File: src/rtl/ex_div.sv
// rtl/ex_div.sv - iterative radix-2 restoring 32-bit divide unit for the execute stage
module ex_div #(
  parameter int DW = 32
) (
  input  logic          clk,
  input  logic          rst_n,
  input  logic [7:0]    op,
  input  logic [DW-1:0] num1,
  input  logic [DW-1:0] num2,
  input  logic          annul,
  output logic          stallreq,
  output logic          busy,
  output logic          result_valid,
  output logic [DW-1:0] lo_o,
  output logic [DW-1:0] hi_o,
  output logic          div_by_zero
);

  localparam logic [7:0] EXE_DIV_OP  = 8'h1A;
  localparam logic [7:0] EXE_DIVU_OP = 8'h1B;
  localparam int         CW          = $clog2(DW);
  localparam logic [CW-1:0] LAST_CNT = CW'(DW - 1);

  typedef enum logic [1:0] {
    S_IDLE = 2'd0,
    S_BUSY = 2'd1,
    S_DONE = 2'd2
  } state_t;

  state_t state, state_nxt;

  logic [2*DW:0]  work;
  logic [DW-1:0]  divisor;
  logic [CW-1:0]  cnt;
  logic           neg_q;
  logic           neg_r;

  logic           is_div;
  logic           is_signed;
  logic           start;
  logic [DW-1:0]  num1_mag;
  logic [DW-1:0]  num2_mag;
  logic [2*DW:0]  shifted;
  logic [DW+1:0]  trial;
  logic [2*DW:0]  work_step;
  logic [DW-1:0]  quo;
  logic [DW-1:0]  rem;
  logic           unused_top;

  assign is_div    = (op == EXE_DIV_OP) || (op == EXE_DIVU_OP);
  assign is_signed = (op == EXE_DIV_OP);
  assign start     = is_div && !annul && (state == S_IDLE);

  assign num1_mag = (is_signed && num1[DW-1]) ? -num1 : num1;
  assign num2_mag = (is_signed && num2[DW-1]) ? -num2 : num2;

  // One restoring step: shift, trial-subtract in DW+2 bits so the sign bit is explicit.
  assign shifted   = {work[2*DW-1:0], 1'b0};
  assign trial     = {1'b0, shifted[2*DW:DW]} - {2'b00, divisor};
  assign work_step = trial[DW+1] ? shifted
                                 : {trial[DW:0], shifted[DW-1:1], 1'b1};
  assign quo       = work_step[DW-1:0];
  assign rem       = work_step[2*DW-1:DW];

  // The remainder never exceeds the divisor, so the top work bits carry no information.
  assign unused_top = ^{work[2*DW], work_step[2*DW]};

  always_ff @(posedge clk) begin
    if (!rst_n) begin
      state <= S_IDLE;
    end else begin
      state <= state_nxt;
    end
  end

  always_comb begin
    state_nxt = state;
    if (annul) begin
      state_nxt = S_IDLE;
    end else begin
      case (state)
        S_IDLE: begin
          if (start) begin
            state_nxt = (num2 == '0) ? S_DONE : S_BUSY;
          end
        end
        S_BUSY: begin
          if (cnt == LAST_CNT) begin
            state_nxt = S_DONE;
          end
        end
        S_DONE:  state_nxt = S_IDLE;
        default: state_nxt = S_IDLE;
      endcase
    end
  end

  always_comb begin
    busy         = (state == S_BUSY);
    result_valid = (state == S_DONE);
    stallreq     = is_div && !annul && (state != S_DONE);
  end

  // Datapath; a flush leaves the architectural results untouched.
  always_ff @(posedge clk) begin
    if (!rst_n) begin
      work        <= '0;
      divisor     <= '0;
      cnt         <= '0;
      neg_q       <= 1'b0;
      neg_r       <= 1'b0;
      lo_o        <= '0;
      hi_o        <= '0;
      div_by_zero <= 1'b0;
    end else if (!annul) begin
      case (state)
        S_IDLE: begin
          if (start) begin
            if (num2 == '0) begin
              lo_o        <= '0;
              hi_o        <= '0;
              div_by_zero <= 1'b1;
            end else begin
              neg_q       <= is_signed && (num1[DW-1] ^ num2[DW-1]);
              neg_r       <= is_signed && num1[DW-1];
              divisor     <= num2_mag;
              work        <= {{(DW+1){1'b0}}, num1_mag};
              cnt         <= '0;
              div_by_zero <= 1'b0;
            end
          end
        end
        S_BUSY: begin
          work <= work_step;
          cnt  <= cnt + 1'b1;
          if (cnt == LAST_CNT) begin
            lo_o <= neg_q ? -quo : quo;
            hi_o <= neg_r ? -rem : rem;
          end
        end
        default: begin
        end
      endcase
    end
  end

endmodule

File: config.mk
export PLATFORM = sky130hd
export DESIGN_NAME = ex_div
export DESIGN_NICKNAME = d
export VERILOG_FILES = /design/src/rtl/ex_div.sv
export SDC_FILE = /design/constraint.sdc
export NUM_CORES = 1
export LEC_CHECK = 0
export CORE_MARGIN = 4
export CORE_UTILIZATION = 51
export DETAILED_ROUTE_END_ITERATION = 10
export PLACE_DENSITY = 0.74
export SYNTH_ARGS = -nofsm -noshare
export SYNTH_HDL_FRONTEND = slang
export SYNTH_SLANG_ARGS = --single-unit
File: constraint.sdc
create_clock -name clk -period 5.2 [get_ports clk]
set_clock_uncertainty 0.2 [all_clocks]
set_input_delay 1.3 -clock clk [delete_from_list [all_inputs] [get_ports clk]]
set_output_delay 1.3 -clock clk [all_outputs]
set_load 0.1 [all_outputs]
==> flow_metrics.py <==
metrics = {
    "finish": {
        "synthToLayoutAreaGrowth_pct": 19.5,
        "final_core_util": 0.623,
        "drive_gt1_frac": 0.0629,
        "diodes": 0,
        "layout.cells.non_filler": 1902,
        "final_nets": 1725,
    },
    "worst_setup_path": {
        "cp.required_ps": 5300,
        "cp_slowest_cell": "dfxtp_1",
        "cp_top_family": "compound AO/OA/AOI/OAI gates",
        "cp.arrival_ps": 4900,
        "crit_chain": "ha_1 -> a21oi_1 -> o21ai_1 -> a21o_1 -> a221oi_4 -> nand2_4 -> mux2i_1 -> ha_1 -> nand4b_1 -> or4b_1 -> mux2i_1 -> o211ai_1 -> buf_4 -> o31ai_1 -> xnor2_1 -> o21ai_1",
        "max_stage_delay_ps": 470,
        "path_max_fanout": 7,
        "end_kind": "flip-flop",
        "crit_type": "reg2reg",
        "crit_path_start_kind": "flip-flop",
        "cp_num_buf_inv": 1,
    },
    "min_path": {
        "hold_class": "reg2reg",
    },
    "route": {
        "drc": 0,
        "wl_mm": 35.0,
        "routed_via_density": 6.03,
        "avgRoutedWirePerCell_um": 18.4,
        "drt_iter0_drc": 934,
        "drt_pass1_iterations": 6,
        "route.vias.total": 11465,
        "antenna_left": 0,
    },
    "timing": {
        "grt_setup_unrepaired": "no",
        "slew_headroom": 0.302,
        "worst_pin_slew_ps": 1040,
        "final.min_clock_period_ps": 4790,
        "final.setup.worst_slack_ps": 407,
        "fmax_mhz": 209,
        "fin_crit_sh": 0.922,
        "setup_viol": 0,
        "slew_violations": 0,
        "hold_viol_final": 0,
    },
    "synthesis": {
        "yosysTopAreaCell": "dfxtp_1",
        "synthTopCellsByCount": "nor2_1 (204), dfxtp_1 (170), nand2_1 (168)",
        "synth-async-reset-ratio": 0,
        "synth_area_leaders": "dfxtp_1 (30%), nor2_1 (6.7%), xnor2_1 (5.9%)",
        "ys_types": 91,
        "synth_most_common_cell": "nor2_1",
        "yosysSeqAreaShare": 0.297,
        "synth_warnings": 0,
        "synth.top_cell.area_share": 0.297,
        "synthCells": 1507,
        "ys_ff_latch": 170,
        "synth.net_count": 1621,
        "ys.flop_type": "dfxtp_1",
        "syn_avg_cell_area_um2": 7.60,
        "netlist_area_um2": 11500,
        "synth_edf_count": 0,
    },
    "global_route": {
        "grt_pass1_wl_mm": 55.3,
        "grt_pass1_vias": 10394,
        "track_usage": 0.277,
        "grt_overflow": 0,
        "grt_max_degree": 65,
        "antenna_found_initial": 0,
    },
    "die": {
        "rows": 54,
        "dieArea_um2": 24900,
        "dieWidth_um": 158,
        "die_h_um": 158,
        "coreArea_um2": 22000,
        "io_pins": 143,
        "initial_utilization": 0.522,
    },
    "clock_tree": {
        "cts_setup_buffers": 0,
        "ctsResizeCount": 0,
        "cts_tree": "yes",
        "h-tree-depth": 4,
        "cts_hold_buf": 0,
        "clk_pin_slew_ps": 60,
        "cts_buffers": 17,
        "clkSinkCount": 170,
        "root_buffer": "clkbuf_16",
        "clockBufferDepth": 2,
        "clock_latency_ps": 440,
    },
    "placed_design": {
        "placed_cells": 1872,
        "place_ws_ps": 136,
        "gp_congestion": 0.986,
        "hpwl_mm": 26.8,
        "port_buffers": 142,
    },
    "flow_run": {
        "cap_violations": 0,
    },
    "power": {
        "p_leak_nw": 5.18,
        "power.density_nw_per_um2": 217,
        "ir_drop_mv": 0.184,
    },
    "outcome": {
        "status": "completed",
    },
}
==> worst paths after layout <==
kind	slack (ps)	end	from	cells after the start
setup / recovery	410	hi_o[16]	work[49]	16
hold reg to reg	260	divisor[29]	divisor[29]	2
hold / removal	260	divisor[29]	divisor[29]	2
setup reg to reg	410	hi_o[16]	work[49]	16
==> worst reg2reg max path, cell delays in order (launching register included) <==
cell and delay, ps:
dfxtp_1 470, ha_1 360, a21oi_1 300, o21ai_1 150
a21o_1 290, a221oi_4 380, nand2_4 150, mux2i_1 270
ha_1 300, nand4b_1 130, or4b_1 470, mux2i_1 230
o211ai_1 200, buf_4 190, o31ai_1 280, xnor2_1 210
o21ai_1 90
==> placed cells by master, fill, tap and decap left out, types with 7 or more instances in the layout <==
cell and count:
inv_1 53, or3_1 19, xnor2_1 77, or4_1 13, o21ai_1 8, o21ai_0 83, a22oi_1 51, nor4_1 14
a21o_1 12, nand3_1 16, or2_2 8, clkdlybuf4s50_1 141, o41ai_1 10, nand2_1 167, clkbuf_16 17, and2_1 10
dfxtp_1 170, o21a_1 9, o31ai_1 24, ha_1 38, a31oi_1 7, nand4_1 7, a211oi_1 39, mux2i_1 14
buf_4 28, a21oi_1 128, o211ai_1 22, nor3_1 37, xor2_1 56, nor2_1 204
==> registers in the layout (all words and copies together), names as in the netlist <==
name / cells
cnt: 5
div_by_zero: 1
divisor: 32
hi_o: 32
lo_o: 32
neg_q: 1
neg_r: 1
state: 2
work: 64
==> metal layers <==
| metal | global-route usage | wire [µm] | vias up |
|---|---|---|---|
| met5 | 0 | 0 | - |
| met4 | 0.0516 | 413 | 0 |
| met1 | 0.413 | 16300 | 5369 |
| li1 | - | - | 5617 |
| met2 | 0.421 | 15300 | 441 |
| met3 | 0.0511 | 2990 | 38 |
==> cells by family (layout without fill, tap and decap cells) <==
| family | Yosys count | after routing | share of synthesized area |
|---|---|---|---|
| xor gates and xnor gates | 133 | 133 | 0.102 |
| buffers and inverters | 143 | 258 | 0.0513 |
| AOI/OAI and AO/OA | 458 | 458 | 0.270 |
| muxes | 15 | 15 | 0.0132 |
| DFF | 170 | 170 | 0.297 |
| adders and majority gates | 39 | 39 | 0.0433 |
| and+or+nand+nor | 549 | 549 | 0.224 |
==> final cells by class <==
class / count / area, µm²
clock inverter: 11 / 111
multi-input combinational: 1194 / 7480
fill: 1948 / 8270
tap: 280 / 350
timing repair buffer: 172 / 1680
sequential: 170 / 3400
clock buffer: 19 / 443
inverter: 56 / 215
==> per-stage QoR <==
stage               setup TNS (ps)  power, mW  hold WS (ps)  cell area, µm²
finish                           0       2.97           256           13700
global route                     0       3.07           278           13700
CTS                              0       2.97           259           13700
detailed placement               0       1.75           246           13100
global placement                 0       1.75           235           13100
floorplan                     -146       1.59           232           11500
==> where the power goes <==
group          total, mW  internal [mW]  switching (mW)
registers           1.30           1.30         0.00175
logic              0.427          0.177           0.250
clock network       1.24          0.676           0.563
Power figures use the tool's default switching activity.
